**src/rtl/smac_sequencer.sv**
```systemverilog
// Control sequencer for one S_MAC block: walks chunks x filters x weight/activation bit-planes
// MSB-first, emits the staged accumulator controls, then steps the quantize/ReLU output mux.
module smac_sequencer #(
    parameter  int M    = 16,
    parameter  int Pa   = 8,
    parameter  int Pw   = 8,
    parameter  int MNO  = 288,
    localparam int NCH  = MNO / M,
    localparam int CH_W = (NCH > 1) ? $clog2(NCH) : 1,
    localparam int WB_W = (Pw > 1) ? $clog2(Pw) : 1,
    localparam int AB_W = (Pa > 1) ? $clog2(Pa) : 1
) (
    input  logic            clk,
    input  logic            rst,
    input  logic            start,
    input  logic            out_ready,
    output logic            busy,
    output logic            done,
    output logic            out_valid,
    output logic [CH_W-1:0] ch_idx,
    output logic [1:0]      f_idx,
    output logic [WB_W-1:0] w_bit_idx,
    output logic [AB_W-1:0] a_bit_idx,
    output logic            cl_en_gen,
    output logic            w_en_w,
    output logic            w_en_br,
    output logic            MSB_a,
    output logic            w_and_s_ac1,
    output logic            cl_en_ac1,
    output logic            MSB_w,
    output logic            w_en_neg,
    output logic            valid_ac2,
    output logic            cl_en_ac2,
    output logic [1:0]      sel_ac2,
    output logic            valid_ac3,
    output logic            cl_en_ac3,
    output logic            s_en_ac3,
    output logic [1:0]      sel_ac3,
    output logic [1:0]      sel_mux_relu
);

    typedef enum logic [2:0] {
        S_IDLE, S_LOAD_W, S_RUN, S_DRAIN, S_OUT, S_DONE
    } state_t;

    // One tag per RUN cycle; it rides the delay line and fires the AC1/neg/AC2/AC3 controls.
    typedef struct packed {
        logic       vld;
        logic       shift;
        logic       last;
        logic       msbw;
        logic       wb0;
        logic [1:0] f;
        logic       ch0;
    } tag_t;

    state_t          r_state, w_next;
    logic [CH_W-1:0] r_ch;
    logic [1:0]      r_f;
    logic [WB_W-1:0] r_wb;
    logic [AB_W-1:0] r_ab;
    logic [1:0]      r_sel;
    tag_t            w_tag;
    tag_t            r_tag_p1, r_tag_p2, r_tag_p3, r_tag_p4;
    logic            w_last_plane;

    assign w_last_plane = (r_ch == CH_W'(NCH - 1)) && (r_f == 2'd3) && (r_wb == '0);

    always_comb begin
        w_tag = '0;
        if (r_state == S_RUN) begin
            w_tag.vld   = 1'b1;
            w_tag.shift = (r_ab != AB_W'(Pa - 1));
            w_tag.last  = (r_ab == '0);
            w_tag.msbw  = (r_wb == WB_W'(Pw - 1));
            w_tag.wb0   = (r_wb == '0);
            w_tag.f     = r_f;
            w_tag.ch0   = (r_ch == '0);
        end
    end

    always_comb begin
        w_next = r_state;
        case (r_state)
            S_IDLE:   if (start) w_next = S_LOAD_W;
            S_LOAD_W: w_next = S_RUN;
            S_RUN:    if (r_ab == '0) w_next = w_last_plane ? S_DRAIN : S_LOAD_W;
            // Leave once only the final AC3 tag remains in flight.
            S_DRAIN:  if (!(r_tag_p1.vld || r_tag_p2.vld || r_tag_p3.vld)) w_next = S_OUT;
            S_OUT:    if (out_ready && (r_sel == 2'd3)) w_next = S_DONE;
            S_DONE:   w_next = S_IDLE;
            default:  w_next = S_IDLE;
        endcase
    end

    always_ff @(posedge clk) begin
        if (rst) begin
            r_state  <= S_IDLE;
            r_ch     <= '0;
            r_f      <= '0;
            r_wb     <= '0;
            r_ab     <= '0;
            r_sel    <= '0;
            r_tag_p1 <= '0;
            r_tag_p2 <= '0;
            r_tag_p3 <= '0;
            r_tag_p4 <= '0;
        end else begin
            r_state  <= w_next;
            r_tag_p1 <= w_tag;
            r_tag_p2 <= r_tag_p1;
            r_tag_p3 <= r_tag_p2;
            r_tag_p4 <= r_tag_p3;
            case (r_state)
                S_IDLE: begin
                    if (start) begin
                        r_ch <= '0;
                        r_f  <= '0;
                        r_wb <= WB_W'(Pw - 1);
                    end
                end
                S_LOAD_W: r_ab <= AB_W'(Pa - 1);
                S_RUN: begin
                    if (r_ab != '0) begin
                        r_ab <= r_ab - 1'b1;
                    end else if (!w_last_plane) begin
                        if (r_wb == '0) begin
                            r_wb <= WB_W'(Pw - 1);
                            if (r_f == 2'd3) begin
                                r_f  <= '0;
                                r_ch <= r_ch + 1'b1;
                            end else begin
                                r_f <= r_f + 1'b1;
                            end
                        end else begin
                            r_wb <= r_wb - 1'b1;
                        end
                    end
                end
                S_DRAIN: r_sel <= '0;
                S_OUT:   if (out_ready && (r_sel != 2'd3)) r_sel <= r_sel + 1'b1;
                default: ;
            endcase
        end
    end

    assign busy         = (r_state == S_LOAD_W) || (r_state == S_RUN) ||
                          (r_state == S_DRAIN)  || (r_state == S_OUT);
    assign done         = (r_state == S_DONE);
    assign out_valid    = (r_state == S_OUT);
    assign sel_mux_relu = (r_state == S_OUT) ? r_sel : 2'd0;
    assign ch_idx       = r_ch;
    assign f_idx        = r_f;
    assign w_bit_idx    = r_wb;
    assign a_bit_idx    = r_ab;
    assign cl_en_gen    = busy;
    assign cl_en_ac2    = busy;
    assign cl_en_ac3    = busy;
    assign w_en_w       = (r_state == S_LOAD_W);
    assign w_en_br      = (r_state == S_RUN);
    assign MSB_a        = (r_state == S_RUN) && (r_ab == AB_W'(Pa - 1));

    // Delay-line taps: t+1 AC1, t_last+2 neg latch, t_last+3 AC2, t_last+4 AC3.
    assign cl_en_ac1    = r_tag_p1.vld;
    assign w_and_s_ac1  = r_tag_p1.vld && r_tag_p1.shift;
    assign w_en_neg     = r_tag_p2.vld && r_tag_p2.last;
    assign MSB_w        = w_en_neg && r_tag_p2.msbw;
    assign valid_ac2    = r_tag_p3.vld && r_tag_p3.last;
    assign sel_ac2      = valid_ac2 ? r_tag_p3.f : 2'd0;
    assign valid_ac3    = r_tag_p4.vld && r_tag_p4.last && r_tag_p4.wb0;
    assign sel_ac3      = valid_ac3 ? r_tag_p4.f : 2'd0;
    assign s_en_ac3     = valid_ac3 && r_tag_p4.ch0;

endmodule
```
**config.mk**
```make
export PLATFORM = sky130hd
export DESIGN_NAME = smac_sequencer
export DESIGN_NICKNAME = d
export VERILOG_FILES = /design/src/rtl/smac_sequencer.sv
export SDC_FILE = /design/constraint.sdc
export NUM_CORES = 1
export LEC_CHECK = 0
export CAP_MARGIN = 30
export CORE_ASPECT_RATIO = 0.9
export CORE_MARGIN = 10
export CORE_UTILIZATION = 45
export DETAILED_ROUTE_END_ITERATION = 16
export GPL_ROUTABILITY_DRIVEN = 1
export PLACE_DENSITY_LB_ADDON = 0.12
export SLEW_MARGIN = 25
export SYNTH_ARGS = -nofsm -noshare
export SYNTH_HDL_FRONTEND = slang
export SYNTH_SLANG_ARGS = --single-unit
```
**constraint.sdc**
```tcl
create_clock -name clk -period 2.05 [get_ports clk]
set_clock_uncertainty 0.05 [all_clocks]
set_input_delay 0.41 -clock clk [delete_from_list [all_inputs] [get_ports clk]]
set_output_delay 0.41 -clock clk [all_outputs]
set_load 0.02 [all_outputs]
```
# == Word level (Yosys, flattened, before mapping) ==
# Cells that the tools add are included.
# classes
bitwise_logic,1
n_reduce_logical,32
n_addsub,5
mux,31
eq_ne,22
# op_table
cell,count
two-way mux 3 bit,9
two-way mux 5 bit,5
two-way mux 2 bit,10
one-hot mux 3 bit (5 select lines),1
equality test 3 bit (second input constant),4
logical AND 1 bit,12
inequality test 2 x 1 -> 1 bit (second input constant),6
one-hot mux 3 bit (2 select lines),2
inequality test 2 bit (second input constant),5
one-hot mux 5 bit (2 select lines),1
logical NOT 3 bit,3
two-way mux 8 bit,1
one-hot mux 2 bit (2 select lines),2
AND reduction 4 bit,2
equality test 3 x 2 -> 1 bit (second input constant),2
AND reduction 6 bit,1
nonzero test 2 bit,3
subtractor 3 x 1 -> 3 bit (second input constant),2
adder 5 x 1 -> 5 bit (second input constant),1
equality test 5 bit (second input constant),1
logical NOT 5 bit,1
logical OR 1 bit,5
AND reduction 5 bit,1
adder 2 x 1 -> 2 bit (second input constant),2
7 further kinds,9
# totals
regBits,45
out_inout_bits,35
elab_cells,120
input_bits,4

# == Logic depth before layout (Yosys ltp) ==
# logic_depth
ltp_word,6
mapped_depth,8
mapped_depth_nobuf,7

# == Least setup slack after synthesis ==
# No wires, ideal clock.
# synth_path
path_kind,reg2reg
from,"reg r_wb[0], in the netlist w_bit_idx[0]"
to,"reg r_f[1], in the netlist f_idx[1]"
period_less_slack_ns,2.124
t_required_ns,1.883
path_slack_ns,-0.074
t_arrival_ns,1.956
path_buffers,1
setup_time_ns,0.117
stages_incl_launch_ff,9
path_cell_list,dfxtp_1 > inv_1 > ha_1 > ha_1 > and2_1 > clkbuf_1 > a211oi_1 > o21ai_0 > a32o_1
# synth_between
elab_chain_len,4
elab_cells_between_ends,5
classes_between,eq/ne (2); reduce/logical (3)
# synth_rtl
element,line_no,text
from (decl),60,logic [WB_W-1:0] r_wb;
from (signal assigned),119,r_wb <= WB_W'(Pw - 1);
from (signal assigned),128,r_wb <= WB_W'(Pw - 1);
from (signal assigned),136,r_wb <= r_wb - 1'b1;
logical NOT 3 bit (*),"67, 127",
logical AND 1 bit,67,assign w_last_plane = (r_ch == CH_W'(NCH - 1)) && (r_f == 2'd3) && (r_wb == '0);
inequality test 2 bit (no line),-,
AND reduction 5 bit (no line) (*),-,
to (signal assigned),133,r_f <= r_f + 1'b1;
to (decl),59,logic [1:0] r_f;
# Every way passes the cells marked *; elsewhere a longest branch is shown, timed or not.
# A chain may end at the register's enable or synchronous reset.

# == Worst setup path after layout ==
# layout_path
from,reg r_state[0]
to,out w_en_w
# layout_between
elab_chain_len,1
# layout_rtl
element,line_no,text
from (decl),57,"state_t r_state, w_next;"
from (signal assigned),109,r_state <= w_next;
equality test 3 x 1 -> 1 bit,159,assign w_en_w = (r_state == S_LOAD_W);
to (decl),25,"output logic w_en_w,"
# No other way between the ends.

==> impl_metrics.py <==
metrics = {
    "run_status": {
        "outcome": "finished, final reports clean",
    },
    "setup_path": {
        "cp_cell_sequence": "or3b_2, inv_1, clkdlybuf4s15_2",
        "critPathCaptureType": "output port",
        "cp_slowest_cell": "or3b_2",
        "crit_type": "reg2out",
        "cp_data_arrival_time_ns": 1.51,
        "worst_ep_required_time_ns": 1.59,
        "crit_fanout": 5,
        "start_kind": "flop",
        "cp_top_family": "simple AND/OR/NAND/NOR gates",
        "rrSetupSlack_ns": 0.13,
        "crit_buf_inv": 2,
        "critPathMaxStageDelay_ns": 0.47,
    },
    "placement": {
        "portBuffers": 38,
        "place_congestion": 0.822,
        "hpwl_um": 3080,
    },
    "drt": {
        "drc_errors": 0,
        "via_count": 1528,
        "avgViaCountPerCell": 5.03,
        "first_pass_iters": 4,
        "wl_met3_um": 278,
        "m1WireLength_um": 1930,
        "drt_iter0_markers": 61,
        "top_layer_used": "met4",
        "routed_wl_um": 4100,
        "ant_nets": 0,
        "wl_per_cell_um": 13.5,
        "met2_length_um": 1840,
    },
    "floorplan": {
        "die_w_um": 89.2,
        "rows": 22,
        "dieArea_sq_um": 7350,
        "die_h_um": 82.3,
        "io_pins": 39,
        "initial_utilization": 0.470,
        "core-area_sq_um": 4130,
    },
    "yosys": {
        "async_flop_share": 0,
        "synth_nets": 217,
        "syn_avg_cell_area_sq_um": 9.61,
        "synth_top_flop_cell": "dfxtp_1",
        "synth_top_area_frac": 0.464,
        "ys_seq_elements": 45,
        "synthTopCellsByArea": "dfxtp_1 46%, nor2b_1 8.1%, ha_1 7.1%, and2_1 2.9%, and3_1 2.9%",
        "yosysTopAreaCell": "dfxtp_1",
        "synth.area.mux_share": 0.0206,
        "ys.warnings.count": 0,
        "synth_edf_count": 0,
        "synth-adder-area-share": 0.0709,
        "synth_compound_area_frac": 0.103,
        "synth_top_family_by_area": "simple AND/OR/NAND/NOR gates",
        "synth_xor_area_frac": 0.00451,
        "synth.distinct_cells": 42,
        "syn-cell-area_sq_um": 1940,
        "synth-simple-area-share": 0.283,
        "syn_inst": 202,
        "synth-seq-area-share": 0.464,
    },
    "power_and_ir_drop": {
        "p_int_mw": 1.31,
        "clkPwrFrac": 0.310,
        "combPwrFrac": 0.189,
        "p_switching_uw": 551,
        "ir_worst_vdd_mv": 0.532,
        "total_power_mw": 1.86,
        "leakage_nw": 1.17,
        "swShare": 0.296,
        "p_seq_frac": 0.501,
        "power.density_nw_per_um2": 722,
    },
    "layout": {
        "layout_common_cells": "43 x dfxtp_1, 25 x nor2b_1, 24 x clkdlybuf4s50_1",
        "multi_input_area_sq_um": 963,
        "area_growth_pct": 32.9,
        "antenna_cells": 0,
        "nets": 270,
        "drive_gt1_frac": 0.164,
        "layout_commonest_cell": "dfxtp_1",
        "nFillCells": 350,
        "final-seq-area_sq_um": 903,
    },
    "run": {
        "drv_cap": 0,
    },
    "sta": {
        "worstMarginPinSlew_ns": 0.539,
        "clock.fmax_ghz": 0.508,
        "relSlewSlack": 0.638,
        "slew_violations": 0,
        "setup_viol": 0,
        "setup_tns_ns": 0,
        "final_hold_viol_count": 0,
        "rsz0062_at_grt": "false",
        "period_share": 0.961,
        "min_period_ns": 1.97,
    },
    "global_route": {
        "grt_max_degree": 24,
        "grt_pass1_wl_um": 6840,
        "grt_pass1_vias": 1413,
        "gr-total-overflow": 0,
        "grt_util_all_layers": 0.117,
        "antenna_found_initial": 0,
    },
    "clock_network": {
        "clk_path_buf_depth": 2,
        "insertion_delay_ns": 0.30,
        "cts_tree": "built",
        "cts_buffers": 5,
        "cts-root-buf": "clkbuf_8",
        "clock_sinks": 45,
        "cts.reportedPaths.clkPinSlew_ns": 0.09,
        "h-tree-depth": 2,
        "cts_hold_buf": 0,
    },
    "min_path": {
        "worst_hold_path_type": "reg2reg",
    },
}
repair_timing:
item                       in CTS  in global routing
gates resized for setup        16                 15
pin swaps                       0                  1
buffers inserted                0                  1
setup endpoints to repair      11                 14
state kept, by name (all words and copies together) (netlist names), 2 cells and up:
name / cells
f_idx: 2
a_bit_idx: 3
r_tag_p3: 6
r_tag_p1: 7
w_bit_idx: 3
r_sel: 2
r_state: 3
r_tag_p4: 6
ch_idx: 5
r_tag_p2: 7
cell usage after synthesis, types with 4 or more instances:
library cell   n
dfxtp_1       45
nor2b_1       25
nor2_1        14
inv_1         13
ha_1          11
and2_1         9
and3_1         9
nand2_1        8
a21oi_1        7
a211oi_1       5
clkbuf_1       5
mux2i_1        4
nor3_1         4
o21ai_0        4
final cells by class:
class | count | share of cell area
multi-input cells | 133 | 0.373
flip-flops and latches | 45 | 0.350
repair buffers | 57 | 0.198
clock buffers | 5 | 0.0267
well taps | 48 | 0.0233
inverters | 13 | 0.0189
clock inverters | 3 | 0.00970
kinds of logic after synthesis:
family                     count (synthesis)
and+or+nand+nor                           88
DFF                                       45
AOI/OAI and AO/OA                         29
buffers and inverters                     24
adders and majority gates                 11
muxes                                      4
xor gates and xnor gates                   1
power groups by stage:
stage                     Sequential, mW  Combinational [mW]  Clock [mW]
after floorplan                    0.970               0.191           0
after global placement             0.953               0.353           0
after detailed placement           0.952               0.353           0
after CTS                          0.933               0.344       0.592
after global routing               0.939               0.387       0.627
final                              0.933               0.351       0.577
worst paths after layout:
| path | from | to | depth (start not counted) |
|---|---|---|---|
| worst max-delay path | r_state[0] | w_en_w | 3 |
| worst min-delay path | r_tag_p2[0] | r_tag_p3[0] | 1 |
| worst max register to register | w_bit_idx[0] | ch_idx[2] | 8 |
| worst min register to register | r_tag_p2[0] | r_tag_p3[0] | 1 |
metrics by stage:
stage	hold WS [ns]	instance area (sq um)	worst slack, ns	std cells	utilization
after floorplan	0.364	1950	0.0283	202	-
after global placement	0.366	2470	0.0408	295	0.597
after detailed placement	0.370	2470	0.0342	295	0.597
after CTS	0.393	2550	0.0196	303	0.618
after global routing	0.410	2580	0.00183	304	0.625
final	0.391	2580	0.0801	304	0.625
metal layers:
metal / vias up / global-route usage
li1: 796 / -
met1: 694 / 0.147
met2: 32 / 0.183
met3: 6 / 0.0431
met4: 0 / 0.0333
met5: - / 0
No activity file was read; power rests on OpenSTA's default activity.
